**src/rtl/axi2ahb_cmd_q.sv**
```systemverilog
// axi2ahb_cmd_q: arbitrates AXI AW/AR address channels into a single
// command FIFO feeding an AHB master. Each queued entry carries the burst
// fields plus a protocol-error flag computed at acceptance.
// Optional build macro AXI2AHB_CMD_4K_CHECK_EN adds a 4KB-boundary error
// check for INCR bursts; without it no 4KB logic exists.
module axi2ahb_cmd_q #(
    parameter int AXI_ID_WIDTH   = 1,
    parameter int AXI_ADDR_WIDTH = 32,
    parameter int AXI_DATA_WIDTH = 32,
    parameter int CMD_FIFO_DEPTH = 4,
    parameter int ARB_MODE       = 0
) (
    input  logic                          ACLK,
    input  logic                          ARESETN,
    input  logic [AXI_ID_WIDTH-1:0]       AWID,
    input  logic [AXI_ADDR_WIDTH-1:0]     AWADDR,
    input  logic [7:0]                    AWLEN,
    input  logic [2:0]                    AWSIZE,
    input  logic [1:0]                    AWBURST,
    input  logic                          AWVALID,
    output logic                          AWREADY,
    input  logic [AXI_ID_WIDTH-1:0]       ARID,
    input  logic [AXI_ADDR_WIDTH-1:0]     ARADDR,
    input  logic [7:0]                    ARLEN,
    input  logic [2:0]                    ARSIZE,
    input  logic [1:0]                    ARBURST,
    input  logic                          ARVALID,
    output logic                          ARREADY,
    output logic [AXI_ID_WIDTH-1:0]       cmd_id_o,
    output logic                          cmd_write_o,
    output logic [AXI_ADDR_WIDTH-1:0]     cmd_addr_o,
    output logic [7:0]                    cmd_len_o,
    output logic [2:0]                    cmd_size_o,
    output logic [1:0]                    cmd_burst_o,
    output logic                          cmd_error_o,
    output logic                          cmd_valid_o,
    input  logic                          cmd_ready_i,
    output logic [$clog2(CMD_FIFO_DEPTH):0] cmd_level_o
);

    localparam int IDX_W    = $clog2(CMD_FIFO_DEPTH);
    localparam int PTR_W    = IDX_W + 1;
    localparam int ENT_W    = AXI_ID_WIDTH + 1 + AXI_ADDR_WIDTH + 8 + 3 + 2 + 1;
    localparam int MAX_SIZE = $clog2(AXI_DATA_WIDTH / 8);

    // Protocol checks on the burst fields; the command is still queued.
    function automatic logic calc_error(
        input logic [AXI_ADDR_WIDTH-1:0] addr,
        input logic [7:0]                len,
        input logic [2:0]                size,
        input logic [1:0]                burst
    );
        logic                      err;
        logic                      wrap_len_ok;
        logic [AXI_ADDR_WIDTH-1:0] mask;
`ifdef AXI2AHB_CMD_4K_CHECK_EN
        logic [16:0]               span;
        logic [16:0]               last_byte;
`endif
        wrap_len_ok = (len == 8'd1) || (len == 8'd3) || (len == 8'd7) || (len == 8'd15);
        mask        = (AXI_ADDR_WIDTH'(1) << size) - AXI_ADDR_WIDTH'(1);
        err         = (size > 3'(MAX_SIZE)) || (burst == 2'b11);
        err         = err || ((burst == 2'b10) && !wrap_len_ok);
        err         = err || ((burst == 2'b10) && ((addr & mask) != '0));
`ifdef AXI2AHB_CMD_4K_CHECK_EN
        // 17 bits: worst case 0xFFF + (256 << 7) cannot overflow.
        span      = (17'({9'd0, len}) + 17'd1) << size;
        last_byte = 17'({5'd0, addr[11:0]}) + span;
        err       = err || ((burst == 2'b01) && (last_byte > 17'd4096));
`endif
        return err;
    endfunction

    logic [PTR_W-1:0] wr_ptr_q, rd_ptr_q;
    logic [ENT_W-1:0] mem_q [CMD_FIFO_DEPTH];
    logic             last_w_q;   // last granted channel was write
    logic             lock_q;     // a granted channel is stalled by full
    logic             lock_w_q;   // which channel is stalled

    logic             full_s, empty_s, push_s, pop_s;
    logic             gnt_any_s, gnt_w_s;
    logic [ENT_W-1:0] ent_s, head_s;

    assign full_s  = (wr_ptr_q[IDX_W] != rd_ptr_q[IDX_W]) &&
                     (wr_ptr_q[IDX_W-1:0] == rd_ptr_q[IDX_W-1:0]);
    assign empty_s = (wr_ptr_q == rd_ptr_q);

    // Channel grant: a stalled grant sticks, otherwise arbitrate by mode.
    always_comb begin
        gnt_any_s = 1'b0;
        gnt_w_s   = 1'b0;
        if (lock_q && (lock_w_q ? AWVALID : ARVALID)) begin
            gnt_any_s = 1'b1;
            gnt_w_s   = lock_w_q;
        end else if (AWVALID && ARVALID) begin
            gnt_any_s = 1'b1;
            gnt_w_s   = (ARB_MODE == 1) ? 1'b1 : !last_w_q;
        end else if (AWVALID) begin
            gnt_any_s = 1'b1;
            gnt_w_s   = 1'b1;
        end else if (ARVALID) begin
            gnt_any_s = 1'b1;
            gnt_w_s   = 1'b0;
        end else begin
            gnt_any_s = 1'b0;
            gnt_w_s   = 1'b0;
        end
    end

    // Readies are forced low while reset is asserted, not just after an edge.
    assign push_s  = ARESETN && gnt_any_s && !full_s;
    assign AWREADY = push_s && gnt_w_s;
    assign ARREADY = push_s && !gnt_w_s;
    assign pop_s   = !empty_s && cmd_ready_i;

    assign ent_s = gnt_w_s ?
        {AWID, 1'b1, AWADDR, AWLEN, AWSIZE, AWBURST, calc_error(AWADDR, AWLEN, AWSIZE, AWBURST)} :
        {ARID, 1'b0, ARADDR, ARLEN, ARSIZE, ARBURST, calc_error(ARADDR, ARLEN, ARSIZE, ARBURST)};

    // Data outputs read zero whenever the queue is empty.
    assign head_s = empty_s ? '0 : mem_q[rd_ptr_q[IDX_W-1:0]];
    assign {cmd_id_o, cmd_write_o, cmd_addr_o, cmd_len_o,
            cmd_size_o, cmd_burst_o, cmd_error_o} = head_s;
    assign cmd_valid_o = !empty_s;
    assign cmd_level_o = wr_ptr_q - rd_ptr_q;

    // FIFO pointers; the extra MSB distinguishes full from empty.
    always_ff @(posedge ACLK or negedge ARESETN) begin
        if (!ARESETN) begin
            wr_ptr_q <= '0;
            rd_ptr_q <= '0;
        end else begin
            if (push_s) wr_ptr_q <= wr_ptr_q + PTR_W'(1);
            if (pop_s)  rd_ptr_q <= rd_ptr_q + PTR_W'(1);
        end
    end

    // Command storage, written at the tail on accept.
    always_ff @(posedge ACLK or negedge ARESETN) begin
        if (!ARESETN) begin
            for (int i = 0; i < CMD_FIFO_DEPTH; i++) mem_q[i] <= '0;
        end else if (push_s) begin
            mem_q[wr_ptr_q[IDX_W-1:0]] <= ent_s;
        end
    end

    // Arbitration history: last winner moves only on accept; lock tracks stalls.
    always_ff @(posedge ACLK or negedge ARESETN) begin
        if (!ARESETN) begin
            last_w_q <= 1'b0;
            lock_q   <= 1'b0;
            lock_w_q <= 1'b0;
        end else begin
            if (push_s) last_w_q <= gnt_w_s;
            lock_q   <= gnt_any_s && full_s;
            lock_w_q <= gnt_w_s;
        end
    end

endmodule

```
**config.mk**
```make
export PLATFORM = sky130hd
export DESIGN_NAME = axi2ahb_cmd_q
export DESIGN_NICKNAME = d
export VERILOG_FILES = /design/src/rtl/axi2ahb_cmd_q.sv
export SDC_FILE = /design/constraint.sdc
export NUM_CORES = 1
export LEC_CHECK = 0
export ABC_AREA = 1
export CORE_MARGIN = 2
export CORE_UTILIZATION = 55
export DETAILED_ROUTE_END_ITERATION = 8
export PLACE_DENSITY = 0.81
export SLEW_MARGIN = 20
export SYNTH_ARGS = -nofsm -noshare
export SYNTH_HDL_FRONTEND = slang
export SYNTH_SLANG_ARGS = --single-unit
```
**constraint.sdc**
```tcl
create_clock -name ACLK -period 3.3 [get_ports ACLK]
set_clock_uncertainty 0.05 [all_clocks]
set_input_delay 0.99 -clock ACLK [delete_from_list [all_inputs] [get_ports ACLK]]
set_output_delay 0.99 -clock ACLK [all_outputs]
set_load 0.03 [all_outputs]
```
==> results.py, run 1 <==
metrics = {
    "logic_synthesis": {
        "syn_avg_cell_area_um2": 7.44,
        "synth_nets": 1475,
        "ys_ff_latch": 201,
        "synthCells": 1368,
        "yosysWarnings": 0,
        "ys_types": 26,
        "synth_area_um2": 10200,
        "synth_area_leader_cell": "dfrtp_1",
        "ys_top_cells_by_area": "dfrtp_1 (49%), nand2_1 (20%), o21ai_0 (9.9%)",
        "synth_top_area_frac": 0.494,
        "synth_seq_area_share": 0.494,
    },
    "timing": {
        "max_slew_margin": 0.481,
        "finalWorstSetupSlack_ns": 0.0203,
        "fin_crit_sh": 0.994,
        "fin_hold_ws_ns": 0.292,
        "grt_setup_unrepaired": "yes",
        "slew_viol_final": 0,
        "min_period_ns": 3.28,
        "max_freq_mhz": 305,
        "setup_viol": 0,
        "hold_viol": 0,
        "worst_slew_pin_slew_ns": 0.779,
        "finalSetupTns_ns": 0,
    },
    "clocking": {
        "clkLatencyLatePin_ns": 0.50,
        "clock_sinks": 201,
        "cts_tree": "done",
        "htree_levels": 1,
        "cts_root_buf": "clkbuf_16",
        "cts_buffer_depth": 3,
        "cts_buffers": 22,
        "hold_buffers": 0,
        "clk_pin_slew_ns": 0.06,
    },
    "floorplan": {
        "die_w_um": 140,
        "pin_count": 151,
        "die_h_um": 140,
        "die_area_um2": 19600,
        "row_count": 49,
        "start_util": 0.563,
        "core_area_um2": 18100,
    },
    "routing": {
        "dr.pass1.iters": 9,
        "wirelength_um": 27700,
        "wire_per_inst_um": 16.0,
        "route.detailed.drc": 9,
        "routed-via-count": 9452,
        "antenna_left": 0,
        "vias_per_cell": 5.45,
        "drt_iter0_markers": 832,
    },
    "layout": {
        "drive_above_1_share": 0.0871,
        "utilization": 0.691,
        "diodes": 0,
        "syn_to_final_growth_pct": 22.7,
        "final_cell_mix": "nand2_1 (529), o21ai_0 (202), dfrtp_1 (199)",
        "nFillCells": 1475,
        "nets": 1597,
        "layout_commonest_cell": "nand2_1",
    },
    "pwr": {
        "peakVddDrop_v": 0.000604,
        "power_mw": 14.1,
        "powerDensity_nw_per_um2": 1130,
        "p_leak_nw": 6.23,
    },
    "global_route": {
        "grt_pass1_vias": 9192,
        "antenna_found_initial": 0,
        "grt_remaining_overflow": 0,
        "grt_pass1_wl_um": 45600,
        "grtUsageTotal": 0.283,
        "grt_start_max_net_pins": 95,
    },
    "setup_path": {
        "worst_ep_arrival_time_ns": 2.24,
        "critPathKind": "flip-flop to output pin",
        "worstPathRequired_ns": 2.26,
        "crit_path_start_kind": "flip-flop",
        "cpPeakStageDelay_ns": 0.51,
        "cp-end-kind": "output pin",
        "worstPathMaxFanout": 15,
        "crit_chain": "ha_1 -> nand2_1 -> nor2_4 -> buf_4 -> clkbuf_16 -> a21oi_1 -> buf_12",
        "critPathSlowestCell": "dfrtp_4",
    },
    "outcome": {
        "violations": "design-rule violations",
        "outcome": "complete, but fails checks",
    },
    "placement": {
        "dp_slack_ns": 0.150,
        "dp_hpwl_um": 17100,
        "numPortBuffers": 150,
        "gp_congestion": 0.824,
    },
    "flow_run": {
        "max_cap_violations": 0,
    },
    "hold_path": {
        "hp-class": "input port to async pin",
    },
}
==> registers in the layout, indices dropped and copies added (netlist names) <==
| name | flops |
|---|---|
| lock_q | 1 |
| rd_ptr_q | 3 |
| lock_w_q | 1 |
| last_w_q | 1 |
| mem_q | 192 |
| wr_ptr_q | 3 |
==> Yosys cell counts (all sizes together) <==
| master | n |
|---|---|
| buf | 51 |
| a21oi | 141 |
| nand4 | 1 |
| and3 | 1 |
| o211ai | 1 |
| nand3 | 8 |
| nor3b | 1 |
| nor2 | 34 |
| inv | 138 |
| ha | 9 |
| xor2 | 5 |
| nand2 | 531 |
| fa | 1 |
| o21ai | 208 |
| dfrtp | 201 |
| a21boi | 2 |
| clkbuf | 35 |
==> cell families (layout without fill, tap and decap cells) <==
| logic type | count (synthesis) | in the layout | share of synthesized area |
|---|---|---|---|
| and+or+nand+nor | 576 | 576 | 0.218 |
| AOI/OAI and AO/OA | 352 | 352 | 0.175 |
| buffers and inverters | 224 | 360 | 0.0955 |
| DFF | 201 | 201 | 0.494 |
| adders and majority gates | 10 | 10 | 0.0130 |
| xor gates and xnor gates | 5 | 5 | 0.00430 |
==> through the flow <==
stage / std cells / cell area [um^2]
floorplan: 1368 / 10200
global placement: 1693 / 11900
detailed placement: 1693 / 11900
CTS: 1731 / 12500
global route: 1733 / 12500
finish: 1733 / 12500
==> what timing repair did <==
action | 4_1_cts | 5_1_grt
setup buffers | 0 | 1
gates cloned | 0 | 1
endpoints found under the setup margin | 26 | 38
pin swaps | 0 | 1
gates resized for setup | 40 | 49
==> per-layer routing <==
layer  up-vias  GRT usage  routed length [um]
li1       4544          -                   -
met5         -          0                   0
met4         0     0.0638                 512
met3        40     0.0472                2250
met1      4472      0.379               11500
met2       396      0.491               13400
==> power by group <==
part,total [mW],switching (mW),internal [mW]
Clock,2.28,0.960,1.32
Sequential,4.06,0.455,3.60
Combinational,7.73,5.11,2.62
Total,14.1,6.53,7.54
==> area by class of cell <==
cell class              count  area (um^2)  area share
multi-input cells         943         4200       0.336
clock buffers              33          633      0.0507
clock inverters             5         25.0     0.00200
flip-flops and latches    201         5030       0.403
inverters                 138          518      0.0415
well taps                 229          287      0.0229
repair buffers            184         1800       0.144
==> worst max-delay path: cells and delay by family, from the launching register on <==
kind / cells / cell delay [ns]
compound gates: 1 / 0.24
fa+ha+maj: 1 / 0.31
buf+inv: 3 / 0.50
flops: 1 / 0.51
simple gates: 2 / 0.17
==> final timing paths <==
path / startpoint / end / slack (ns) / cells after the start
worst max-delay path: rd_ptr_q[0] / cmd_size_o[0] / 0.02 / 7
worst min-delay path: ARESETN / mem_q[42] / 0.29 / 1
worst max register to register: rd_ptr_q[0] / mem_q[189] / 0.73 / 8
worst min register to register: mem_q[40] / mem_q[40] / 0.41 / 2
max in group asynchronous: ARESETN / mem_q[127] / 1.28 / 3
min in group ACLK: mem_q[40] / mem_q[40] / 0.41 / 2
(Power assumes the default switching activity.)
==> run 2, diff against run 1 <==
--- a/config.mk
+++ b/config.mk
@@ -6,7 +6,7 @@
 export NUM_CORES = 1
 export LEC_CHECK = 0
 export ABC_AREA = 1
-export CORE_MARGIN = 2
+export CORE_MARGIN = 3
 export CORE_UTILIZATION = 55
 export DETAILED_ROUTE_END_ITERATION = 8
 export PLACE_DENSITY = 0.81
==> results.py, run 2 (synthesized netlist as in run 1, its figures left out) <==
metrics = {
    "timing": {
        "slew_viol_final": 0,
        "hold_viol": 0,
        "fin_crit_sh": 0.980,
        "finalWorstSetupSlack_ns": 0.0652,
        "max_freq_mhz": 309,
        "min_period_ns": 3.23,
        "setup_viol": 0,
        "grt_setup_unrepaired": "no",
        "max_slew_margin": 0.516,
        "worst_slew_pin_slew_ns": 0.718,
        "finalSetupTns_ns": 0,
    },
    "global_route": {
        "grtUsageTotal": 0.278,
        "grt_pass1_vias": 9132,
        "grt_pass1_wl_um": 45900,
        "grt_start_max_net_pins": 200,
        "antenna_found_initial": 0,
        "grt_remaining_overflow": 0,
    },
    "outcome": {
        "outcome": "finished clean",
    },
    "placement": {
        "numPortBuffers": 150,
        "dp_hpwl_um": 17100,
        "gp_congestion": 0.852,
        "post_dp_cell_area_um2": 11800,
        "dp_slack_ns": 0.0965,
    },
    "setup_path": {
        "worstPathMaxFanout": 16,
        "worstPathRequired_ns": 2.26,
        "critPathKind": "flip-flop to output pin",
        "cp-end-kind": "output pin",
        "r2r_cells": 9,
        "crit_path_start_kind": "flip-flop",
        "worst_ep_arrival_time_ns": 2.19,
    },
    "layout": {
        "nets": 1592,
        "syn_to_final_growth_pct": 22.9,
        "design_area_um2": 12500,
        "final_cell_mix": "nand2_1 (529), o21ai_0 (202), dfrtp_1 (199)",
        "largest-register": "mem_q",
        "diodes": 0,
        "utilization": 0.692,
        "drive_above_1_share": 0.0914,
        "nFillCells": 1495,
        "reg.largest.list": "mem_q x192, rd_ptr_q x3, wr_ptr_q x3",
        "largest_reg_flops": 192,
        "layout_commonest_cell": "nand2_1",
    },
    "pwr": {
        "power_mw": 14.1,
        "powerDensity_nw_per_um2": 1130,
        "peakVddDrop_v": 0.000608,
        "p_leak_nw": 6.23,
    },
    "routing": {
        "antenna_left": 0,
        "wire_per_inst_um": 16.4,
        "wirelength_um": 28300,
        "dr.pass1.iters": 6,
        "drt_iter0_markers": 1073,
        "routed-via-count": 9384,
        "vias_per_cell": 5.43,
        "route.detailed.drc": 0,
    },
    "clocking": {
        "cts_buffers": 22,
        "cts_buffer_depth": 3,
        "clk_pin_slew_ns": 0.06,
        "clock_sinks": 201,
        "clkLatencyLatePin_ns": 0.50,
        "cts_root_buf": "clkbuf_16",
        "hold_buffers": 0,
        "cts_tree": "done",
        "htree_levels": 1,
    },
    "flow_run": {
        "max_cap_violations": 0,
    },
    "floorplan": {
        "die_h_um": 142,
        "die_area_um2": 20200,
        "core_area_um2": 18100,
        "row_count": 49,
        "start_util": 0.563,
        "die_w_um": 142,
        "pin_count": 151,
    },
    "hold_path": {
        "hp-class": "input port to async pin",
    },
}
==> run 2: cell types whose count changed in the layout (fill, tap and decap cells not counted), moves of 2 or more <==
cell / before / now
buf_12: 14 / 11
buf_16: 0 / 3
buf_2: 10 / 7
buf_4: 45 / 30
bufinv_16: 0 / 3
clkbuf_1: 8 / 4
clkbuf_2: 8 / 29
clkdlybuf4s15_1: 2 / 0
clkinv_2: 5 / 2
clkinvlp_4: 0 / 2
dlygate4sd2_1: 4 / 0
==> run 2: final cells by class <==
class / count / area, um^2 / share of cell area
clock buffers: 30 / 632 / 0.0505
clock inverters: 8 / 124 / 0.00990
inverters: 138 / 518 / 0.0414
multi-input cells: 943 / 4210 / 0.337
flip-flops and latches: 201 / 5030 / 0.402
well taps: 229 / 287 / 0.0229
repair buffers: 179 / 1710 / 0.136
==> run 2: timing repair <==
item                       4_1_cts  5_1_grt
pin swaps                        0        1
setup endpoints to repair       38       44
gates cloned                     1        0
resized for setup               65       72
hold endpoints to repair         0        0
buffers inserted                 1        0
==> run 2: path summary, 6_finish.rpt <==
check | slack (ns) | start | end
max | 0.07 | rd_ptr_q[0] | cmd_addr_o[23]
max in group asynchronous | 1.76 | ARESETN | mem_q[125]
max reg2reg | 1.04 | rd_ptr_q[1] | mem_q[40]
min | 0.24 | ARESETN | rd_ptr_q[2]
min reg2reg | 0.41 | mem_q[4] | mem_q[4]
min in group ACLK | 0.41 | mem_q[4] | mem_q[4]
==> run 2: per-stage QoR <==
stage                     hold WS (ns)  instances
after detailed placement         0.403       1686
after global placement           0.398       1686
after global routing             0.231       1728
after CTS                        0.232       1726
final                            0.239       1728
after floorplan                  0.387       1368
==> run 2: worst max-delay path, cell delays in order, from the launching register on <==
cell and delay (ns):
dfrtp_4 0.53, ha_4 0.30, nand2_1 0.09, nor2_4 0.20, buf_12 0.15, buf_16 0.16
a21oi_1 0.08, buf_4 0.18
==> run 2: power breakdown <==
part | switching [mW] | internal [mW] | total, mW
combinational | 5.10 | 2.39 | 7.49
clock | 0.993 | 1.57 | 2.57
sequential | 0.459 | 3.60 | 4.06
==> run 2: per-layer routing <==
metal | vias up | part of all wire | global-route usage | routed length, um
met1 | 4420 | 0.42 | 0.379 | 11800
met3 | 55 | 0.079 | 0.0474 | 2230
met4 | 0 | 0.023 | 0.0864 | 652
met2 | 381 | 0.48 | 0.459 | 13600
li1 | 4528 | - | - | -
met5 | - | 0 | 0 | 0
